--- src/rtl/change_dispenser.sv ---
// Change dispenser: accumulates refund amounts from the vending FSM and pays them
// out greedily as 10/5/1 coins over a valid/ready hopper handshake, tracking stock.
module change_dispenser #(
  parameter int INIT_10 = 20,
  parameter int INIT_5  = 20,
  parameter int INIT_1  = 20,
  parameter int STOCK_W = 8
) (
  input  logic               clk,
  input  logic               reset,
  input  logic [31:0]        change,
  input  logic               hopper_ready,
  input  logic               refill,
  output logic               coin_valid,
  output logic [31:0]        coin_value,
  output logic [31:0]        remaining,
  output logic               busy,
  output logic               shortfall,
  output logic [STOCK_W-1:0] stock10,
  output logic [STOCK_W-1:0] stock5,
  output logic [STOCK_W-1:0] stock1
);

  typedef enum logic [1:0] {
    IDLE    = 2'd0,
    SELECT  = 2'd1,
    PRESENT = 2'd2,
    SHORT   = 2'd3
  } state_t;

  localparam logic [STOCK_W-1:0] INIT_10_S = STOCK_W'(INIT_10);
  localparam logic [STOCK_W-1:0] INIT_5_S  = STOCK_W'(INIT_5);
  localparam logic [STOCK_W-1:0] INIT_1_S  = STOCK_W'(INIT_1);
  localparam logic [STOCK_W-1:0] STOCK_ONE = STOCK_W'(1);
  localparam logic [STOCK_W-1:0] STOCK_ZERO = STOCK_W'(0);

  state_t             state_q, state_d;
  logic [31:0]        remaining_q, remaining_d;
  logic [31:0]        prev_change_q, prev_change_d;
  logic [31:0]        coin_value_q, coin_value_d;
  logic               coin_valid_q, coin_valid_d;
  logic               busy_q, busy_d;
  logic               shortfall_q, shortfall_d;
  logic [STOCK_W-1:0] stock10_q, stock10_d;
  logic [STOCK_W-1:0] stock5_q, stock5_d;
  logic [STOCK_W-1:0] stock1_q, stock1_d;
  logic               load_s;
  logic               xfer_s;

  // Load/transfer events and the owed-amount update.
  always_comb begin
    load_s        = (change != 32'd0) && (change != prev_change_q);
    xfer_s        = coin_valid_q && hopper_ready;
    prev_change_d = change;
    remaining_d   = remaining_q - (xfer_s ? coin_value_q : 32'd0)
                                + (load_s ? change : 32'd0);
  end

  // Stock bookkeeping; a refill overrides a coincident decrement.
  always_comb begin
    stock10_d = stock10_q;
    stock5_d  = stock5_q;
    stock1_d  = stock1_q;
    if (refill) begin
      stock10_d = INIT_10_S;
      stock5_d  = INIT_5_S;
      stock1_d  = INIT_1_S;
    end else if (xfer_s) begin
      case (coin_value_q)
        32'd10:  stock10_d = stock10_q - STOCK_ONE;
        32'd5:   stock5_d  = stock5_q - STOCK_ONE;
        32'd1:   stock1_d  = stock1_q - STOCK_ONE;
        default: stock1_d  = stock1_q;
      endcase
    end else begin
      stock1_d = stock1_q;
    end
  end

  // Dispense FSM: next state, coin selection and registered output flags.
  always_comb begin
    state_d      = state_q;
    coin_value_d = coin_value_q;
    case (state_q)
      IDLE: begin
        coin_value_d = 32'd0;
        if (remaining_q != 32'd0) begin
          state_d = SELECT;
        end else begin
          state_d = IDLE;
        end
      end
      SELECT: begin
        // Greedy pick; an empty denomination is never chosen.
        if (remaining_q == 32'd0) begin
          coin_value_d = 32'd0;
          state_d      = IDLE;
        end else if ((remaining_q >= 32'd10) && (stock10_q != STOCK_ZERO)) begin
          coin_value_d = 32'd10;
          state_d      = PRESENT;
        end else if ((remaining_q >= 32'd5) && (stock5_q != STOCK_ZERO)) begin
          coin_value_d = 32'd5;
          state_d      = PRESENT;
        end else if (stock1_q != STOCK_ZERO) begin
          coin_value_d = 32'd1;
          state_d      = PRESENT;
        end else begin
          coin_value_d = 32'd0;
          state_d      = SHORT;
        end
      end
      PRESENT: begin
        if (xfer_s) begin
          coin_value_d = 32'd0;
          state_d      = (remaining_d != 32'd0) ? SELECT : IDLE;
        end else begin
          state_d = PRESENT;
        end
      end
      SHORT: begin
        coin_value_d = 32'd0;
        if (refill) begin
          state_d = (remaining_d != 32'd0) ? SELECT : IDLE;
        end else begin
          state_d = SHORT;
        end
      end
      default: begin
        coin_value_d = 32'd0;
        state_d      = IDLE;
      end
    endcase
    coin_valid_d = (state_d == PRESENT);
    busy_d       = (state_d != IDLE);
    shortfall_d  = (state_d == SHORT);
  end

  // State and datapath registers; reset abandons any dispense in progress.
  always_ff @(posedge clk) begin
    if (reset) begin
      state_q       <= IDLE;
      remaining_q   <= 32'd0;
      prev_change_q <= 32'd0;
      coin_value_q  <= 32'd0;
      coin_valid_q  <= 1'b0;
      busy_q        <= 1'b0;
      shortfall_q   <= 1'b0;
      stock10_q     <= INIT_10_S;
      stock5_q      <= INIT_5_S;
      stock1_q      <= INIT_1_S;
    end else begin
      state_q       <= state_d;
      remaining_q   <= remaining_d;
      prev_change_q <= prev_change_d;
      coin_value_q  <= coin_value_d;
      coin_valid_q  <= coin_valid_d;
      busy_q        <= busy_d;
      shortfall_q   <= shortfall_d;
      stock10_q     <= stock10_d;
      stock5_q      <= stock5_d;
      stock1_q      <= stock1_d;
    end
  end

  assign coin_valid = coin_valid_q;
  assign coin_value = coin_value_q;
  assign remaining  = remaining_q;
  assign busy       = busy_q;
  assign shortfall  = shortfall_q;
  assign stock10    = stock10_q;
  assign stock5     = stock5_q;
  assign stock1     = stock1_q;

endmodule

--- config.mk ---
export PLATFORM = sky130hd
export DESIGN_NAME = change_dispenser
export DESIGN_NICKNAME = d
export VERILOG_FILES = /design/src/rtl/change_dispenser.sv
export SDC_FILE = /design/constraint.sdc
export NUM_CORES = 1
export LEC_CHECK = 0
export ABC_AREA = 0
export CORE_MARGIN = 2
export CORE_UTILIZATION = 30
export DETAILED_ROUTE_END_ITERATION = 12
export HOLD_SLACK_MARGIN = 0.03
export PLACE_DENSITY = 0.48
export SLEW_MARGIN = 20
export SYNTH_ARGS = -nofsm -noshare
export SYNTH_HDL_FRONTEND = slang
export SYNTH_SLANG_ARGS = --single-unit
--- constraint.sdc ---
create_clock -name clk -period 7.7 [get_ports clk]
set_input_delay 0.77 -clock clk [delete_from_list [all_inputs] [get_ports clk]]
set_output_delay 0.77 -clock clk [all_outputs]
set_load 0.03 [all_outputs]
* Word level (Yosys, flattened, before mapping)
Index checks and enable logic that the tools add are counted.
** Storage, ports and cells
- Bits in registers :: 125
- Bits of input ports :: 36
- Output and inout port bits :: 91
- Word-level logic and storage cells :: 62
** Operators by class
- $add $sub $neg :: 5
- Magnitude comparators :: 2
- Equal/unequal tests :: 10
- Multiplexer cells :: 17
- Reductions and logical operators :: 18
** Operators by type and width (count)
- $mux W32 :: 3
- $pmux W32 S3 :: 1
- $reduce_bool A32 Y1 :: 3
- $add A32 B32 Y32 :: 1
- $eq A32 B1 Y1 const B :: 1
- $eq A32 B3 Y1 const B :: 1
- $eq A32 B4 Y1 const B :: 1
- $ge A32 B3 Y1 const B :: 1
- $ge A32 B4 Y1 const B :: 1
- $logic_not A32 Y1 :: 1
- $ne A32 B32 Y1 :: 1
- $sub A32 B32 Y32 :: 1
- $reduce_bool A8 Y1 :: 3
- $sub A8 B1 Y8 const B :: 3
- $eq A2 B2 Y1 const B :: 4
- $mux W4 :: 2
- $pmux W2 S4 :: 1
- $mux W1 :: 6
- $mux W2 :: 3
- $reduce_and A2 Y1 :: 3
- $logic_and A1 B1 Y1 :: 4
- $reduce_or A2 Y1 :: 2
- $mux W3 :: 1
- $eq A2 B1 Y1 const B :: 1
- 3 further kinds :: 3

* Logic depth before layout (Yosys ltp)
- Depth in word-level cells :: 9
- Depth in mapped cells :: 19
- Mapped depth without buffers :: 18

* Least setup slack after synthesis
Ideal clock, no wire load.
- Path kind :: in2reg
- From :: input port change[10]
- To :: register busy_q, in the netlist busy
- Setup time :: 0.122 ns
- Data arrival time :: 5.023 ns
- Data required time :: 7.578 ns
- Path slack :: 2.555 ns
- Stages :: 18
- Cells stage by stage :: xnor2_1 -> nand4_1 -> nor4_1 -> a21oi_1 -> clkbuf_1 -> nand2_1 -> fa_1 -> inv_1 -> fa_1 -> a21o_1 -> a221oi_4 -> nor3_2 -> or4_4 -> and4b_4 -> a311oi_2 -> nand4_1 -> or4_1 -> o311a_1
** Between the ends
- Cells in the longest elaborated chain, start to end :: 9
- Elaborated cells between the ends (all ways) :: 11
- Classes of those cells :: 1 x add/sub; 1 x eq/ne; 5 x mux; 4 x reduce/logical
** RTL lines
- start: declaration :: line 11 : input logic [31:0] change,
- $ne A32 B32 Y1 or $reduce_bool A32 Y1 (tied branches) :: line 52 : load_s = (change != 32'd0) && (change != prev_change_q);
- $logic_and A1 B1 Y1 :: line 52
- $mux W32 (*) :: line 56 : + (load_s ? change : 32'd0);
- $add A32 B32 Y32 (*) :: line 56
- $reduce_bool A32 Y1 (*) :: line 115, 123
- $mux W1 (*) :: line 115, 123
- $mux W2 (on tied branches) :: line 122, 113
- $pmux W2 S4 (*) :: line 84 : case (state_q)
- $reduce_bool A2 Y1 (*) :: line 134 : busy_d = (state_d != IDLE);
- end signal: assignment :: line 157 : busy_q <= busy_d;
- end: declaration :: line 42 : logic busy_q, busy_d;
Mark *: on every way between the ends. The rest lies on a longest branch, timed or not.
A chain may end at the register's enable or synchronous reset.

* Worst setup path in the final report
- From :: input port change[14]
- To :: register busy_q, in the netlist busy
The elaborated chain is that of the path after synthesis.

==> flow_summary_export.csv <==
group,metric,value,unit
clock_network,holdBufCountCts,0,
global_routing,grt_antenna_before_repair,0,
power,leakage,3.48,nW
clock_network,clk_pin_slew,0.08,ns
yosys,synth-main-ff-cell,"dfxtp_1",
cells_and_area,most-common-layout-cells,"103 x inv_1, 97 x clkdlybuf4s50_1, 96 x dfxtp_1, 80 x nor2_1, 76 x nand2_1",
route,drt-wirelength-per-cell,16.9,um
outcome,status,"finished, final reports clean",
power,vdd_drop_max,0.157,mV
route,drt-pass1-iter-count,7,
route,viasPerCell,4.90,
sta,slew_headroom,0.521,
clock_network,postCtsSetupBuffers,0,
power,pwr-share-clk,0.154,
route,ant_nets,0,
route,drt-initial-drc-count,348,
cells_and_area,mostFrequentLayoutCell,"inv_1",
die,fp.dieW,155,um
cells_and_area,fill_cells,2344,
die,core,22500,um2
sta,slew_viol_final,0,
worst_setup_path,cp.required,7.94,ns
global_routing,overflow,0,
cells_and_area,nets,1057,
worst_setup_path,critPathMaxFanout,17,
yosys,synth-edff-count,0,
worst_setup_path,slowest_delay,0.64,ns
global_routing,grt_use_total,0.175,
worst_setup_path,worst-path-buf-inv,3,
clock_network,cts_sinks,96,
cells_and_area,regArea,1920,um2
worst_hold_path,hold_path.class,"flip-flop to flip-flop",
sta,rsz0062_at_grt,"false",
route,drt_wl_total,21000,um
clock_network,ctsResizeCount,0,
placed_design,io_buffers,98,
yosys,yosysSeqAreaShare,0.281,
clock_network,cts_root_buf,"clkbuf_16",
cells_and_area,drive_above_1_share,0.0387,
worst_setup_path,crit_path_start_kind,"input port",
power,power_frac_comb,0.631,
yosys,ys_ff_latch,96,
sta,worst_pin_slew,0.718,ns
global_routing,grt_pass1_wl,32800,um
power,power-per-cell-area,379,nW/um2
route,drc_errors,0,
yosys,synth_fa_ha_area_frac,0.131,
yosys,synthSimpleGateAreaFrac,0.254,
power,swShare,0.488,
cells_and_area,areaGrowthSynthToFinish,21.1,%
die,dieArea,24000,um2
die,die_h,155,um
yosys,syn_avg_cell_area,7.87,um2
yosys,yosysWarningCount,0,
route,vias,6085,
placed_design,dp_hpwl,16800,um
sta,fin_crit_sh,0.782,
yosys,ys_async_sr_fraction,0,
yosys,synth.area.mux_share,0.00165,
worst_setup_path,critPathCaptureType,"flip-flop",
power,p_int,1.61,mW
clock_network,htree_levels,3,
global_routing,grt_pass1_vias,5661,
sta,holdWs,0.532,ns
clock_network,clk_latency,0.35,ns
cells_and_area,fin_util,0.368,
cells_and_area,diodes,0,
power,seqPwrFrac,0.215,
clock_network,numCtsBuffers,9,
power,switchingPower,1.53,mW
worst_setup_path,critical_path_class,"input port to flip-flop",
sta,clock_skew,0.00879,ns
sta,max_freq,0.166,GHz
die,io_pins,127,
sta,fin_tns_setup,0,ns
run,drv_cap,0,
sta,setup_viol,0,
worst_setup_path,cp_top_family,"compound AO/OA/AOI/OAI gates",
placed_design,place.gp.congestion,0.875,
global_routing,grt_max_degree,64,
power,totalPowerFinal,3.14,mW
yosys,syn_inst,868,
die,core.rowCount,55,
yosys,synth_top_family_by_area,"simple AND/OR/NAND/NOR gates",
die,initial_core_util,0.304,
worst_setup_path,cp_data_arrival_time,6.26,ns
yosys,synth_area,6830,um2
yosys,synth-compound-area-share,0.137,
cells_and_area,multiInputGateArea,4310,um2
yosys,synth_cell_types,65,
yosys,synth_xor_area_frac,0.0910,
sta,hold_viol_final,0,
clock_network,cts_tree,"built",
sta,period_minus_slack,6.02,ns
worst_setup_path,crit_chain,"clkdlybuf4s50_1 -> xnor2_1 -> nand4_1 -> nor4_1 -> a21oi_2 -> buf_4 -> nand2_1 -> ha_1 -> inv_1 -> ha_1 -> a21oi_4 -> o21ai_0 -> a22o_1 -> or4_4 -> and4b_4 -> a311oi_2 -> nand4_1 -> or4_1 -> o311a_1",
worst_setup_path,crit_path_top_delay_cell,"clkdlybuf4s50_1",
clock_network,clk_path_buf_depth,2,
-- sequential cells by signal, summed over array words and instances, names as in the netlist --
name           cells
coin_valid         1
stock5             8
shortfall          1
prev_change_q     32
stock1             8
stock10            8
state_q            2
coin_value         3
busy               1
remaining         32
-- final timing paths --
check	startpoint	endpoint	slack, ns	cells after the start
worst max-delay path	change[14]	busy	1.68	19
worst min-delay path	stock10[1]	stock10[1]	0.53	2
worst max register to register	prev_change_q[3]	busy	2.36	18
worst min register to register	stock10[1]	stock10[1]	0.53	2
-- metrics by stage --
step / instance area (um2) / cells / setup slack, ns
after floorplan: 6940 / 895 / 2.56
after global placement: 7960 / 1226 / 1.25
after detailed placement: 7960 / 1226 / 1.32
after CTS: 8280 / 1242 / 1.68
after global routing: 8280 / 1242 / 1.34
final: 8280 / 1242 / 1.68
-- layout make-up --
class | count | area share
multi-input combinational | 642 | 0.520
sequential | 96 | 0.232
timing repair buffer | 100 | 0.120
inverter | 103 | 0.0467
tap | 285 | 0.0431
clock buffer | 9 | 0.0272
clock inverter | 7 | 0.0106
-- tightest hold or removal path, cell delays in order, from the launching register on --
cell and delay, ns:
dfxtp_1 0.33, nor2_1 0.10, a211oi_1 0.05
-- power groups by stage --
stage	sequential, mW	clock, mW	combinational [mW]
floorplan	0.782	0	1.30
global placement	0.690	0	1.98
detailed placement	0.687	0	1.96
CTS	0.676	0.498	1.97
global route	0.686	0.511	2.18
finish	0.675	0.483	1.98
-- kinds of logic after synthesis --
logic type | after synthesis
adders and majority gates | 69
DFF | 96
AOI/OAI and AO/OA | 135
muxes | 1
xor gates and xnor gates | 71
buffers and inverters | 157
and+or+nand+nor | 338
other | 1
-- per-layer routing --
metal | GRT usage | wire length, um | vias up
met5 | 0 | 0 | -
met4 | 0.0516 | 417 | 0
met3 | 0.0187 | 983 | 22
met2 | 0.261 | 9030 | 178
met1 | 0.265 | 10600 | 2822
li1 | - | - | 3063
-- synth_stat cells, drive strengths merged (6+ instances only) --
cell | number | area, um2
nor2b | 41 | 257
ha | 65 | 813
o211ai | 7 | 52.6
nand4 | 23 | 144
buf | 33 | 244
a21oi | 33 | 176
or4 | 7 | 57.6
o21ai | 26 | 130
nand2 | 76 | 285
clkbuf | 21 | 78.8
a31oi | 8 | 50.1
and3 | 13 | 82.6
o21a | 6 | 45.0
nor3 | 17 | 90.1
nand3 | 20 | 100
xnor2 | 53 | 464
nor4 | 24 | 150
a21o | 11 | 82.6
inv | 103 | 387
dfxtp | 96 | 1920
nor2 | 80 | 300
a21boi | 8 | 60.1
and2 | 14 | 87.6
xor2 | 18 | 158
No activity file was read; power rests on OpenSTA's default activity.
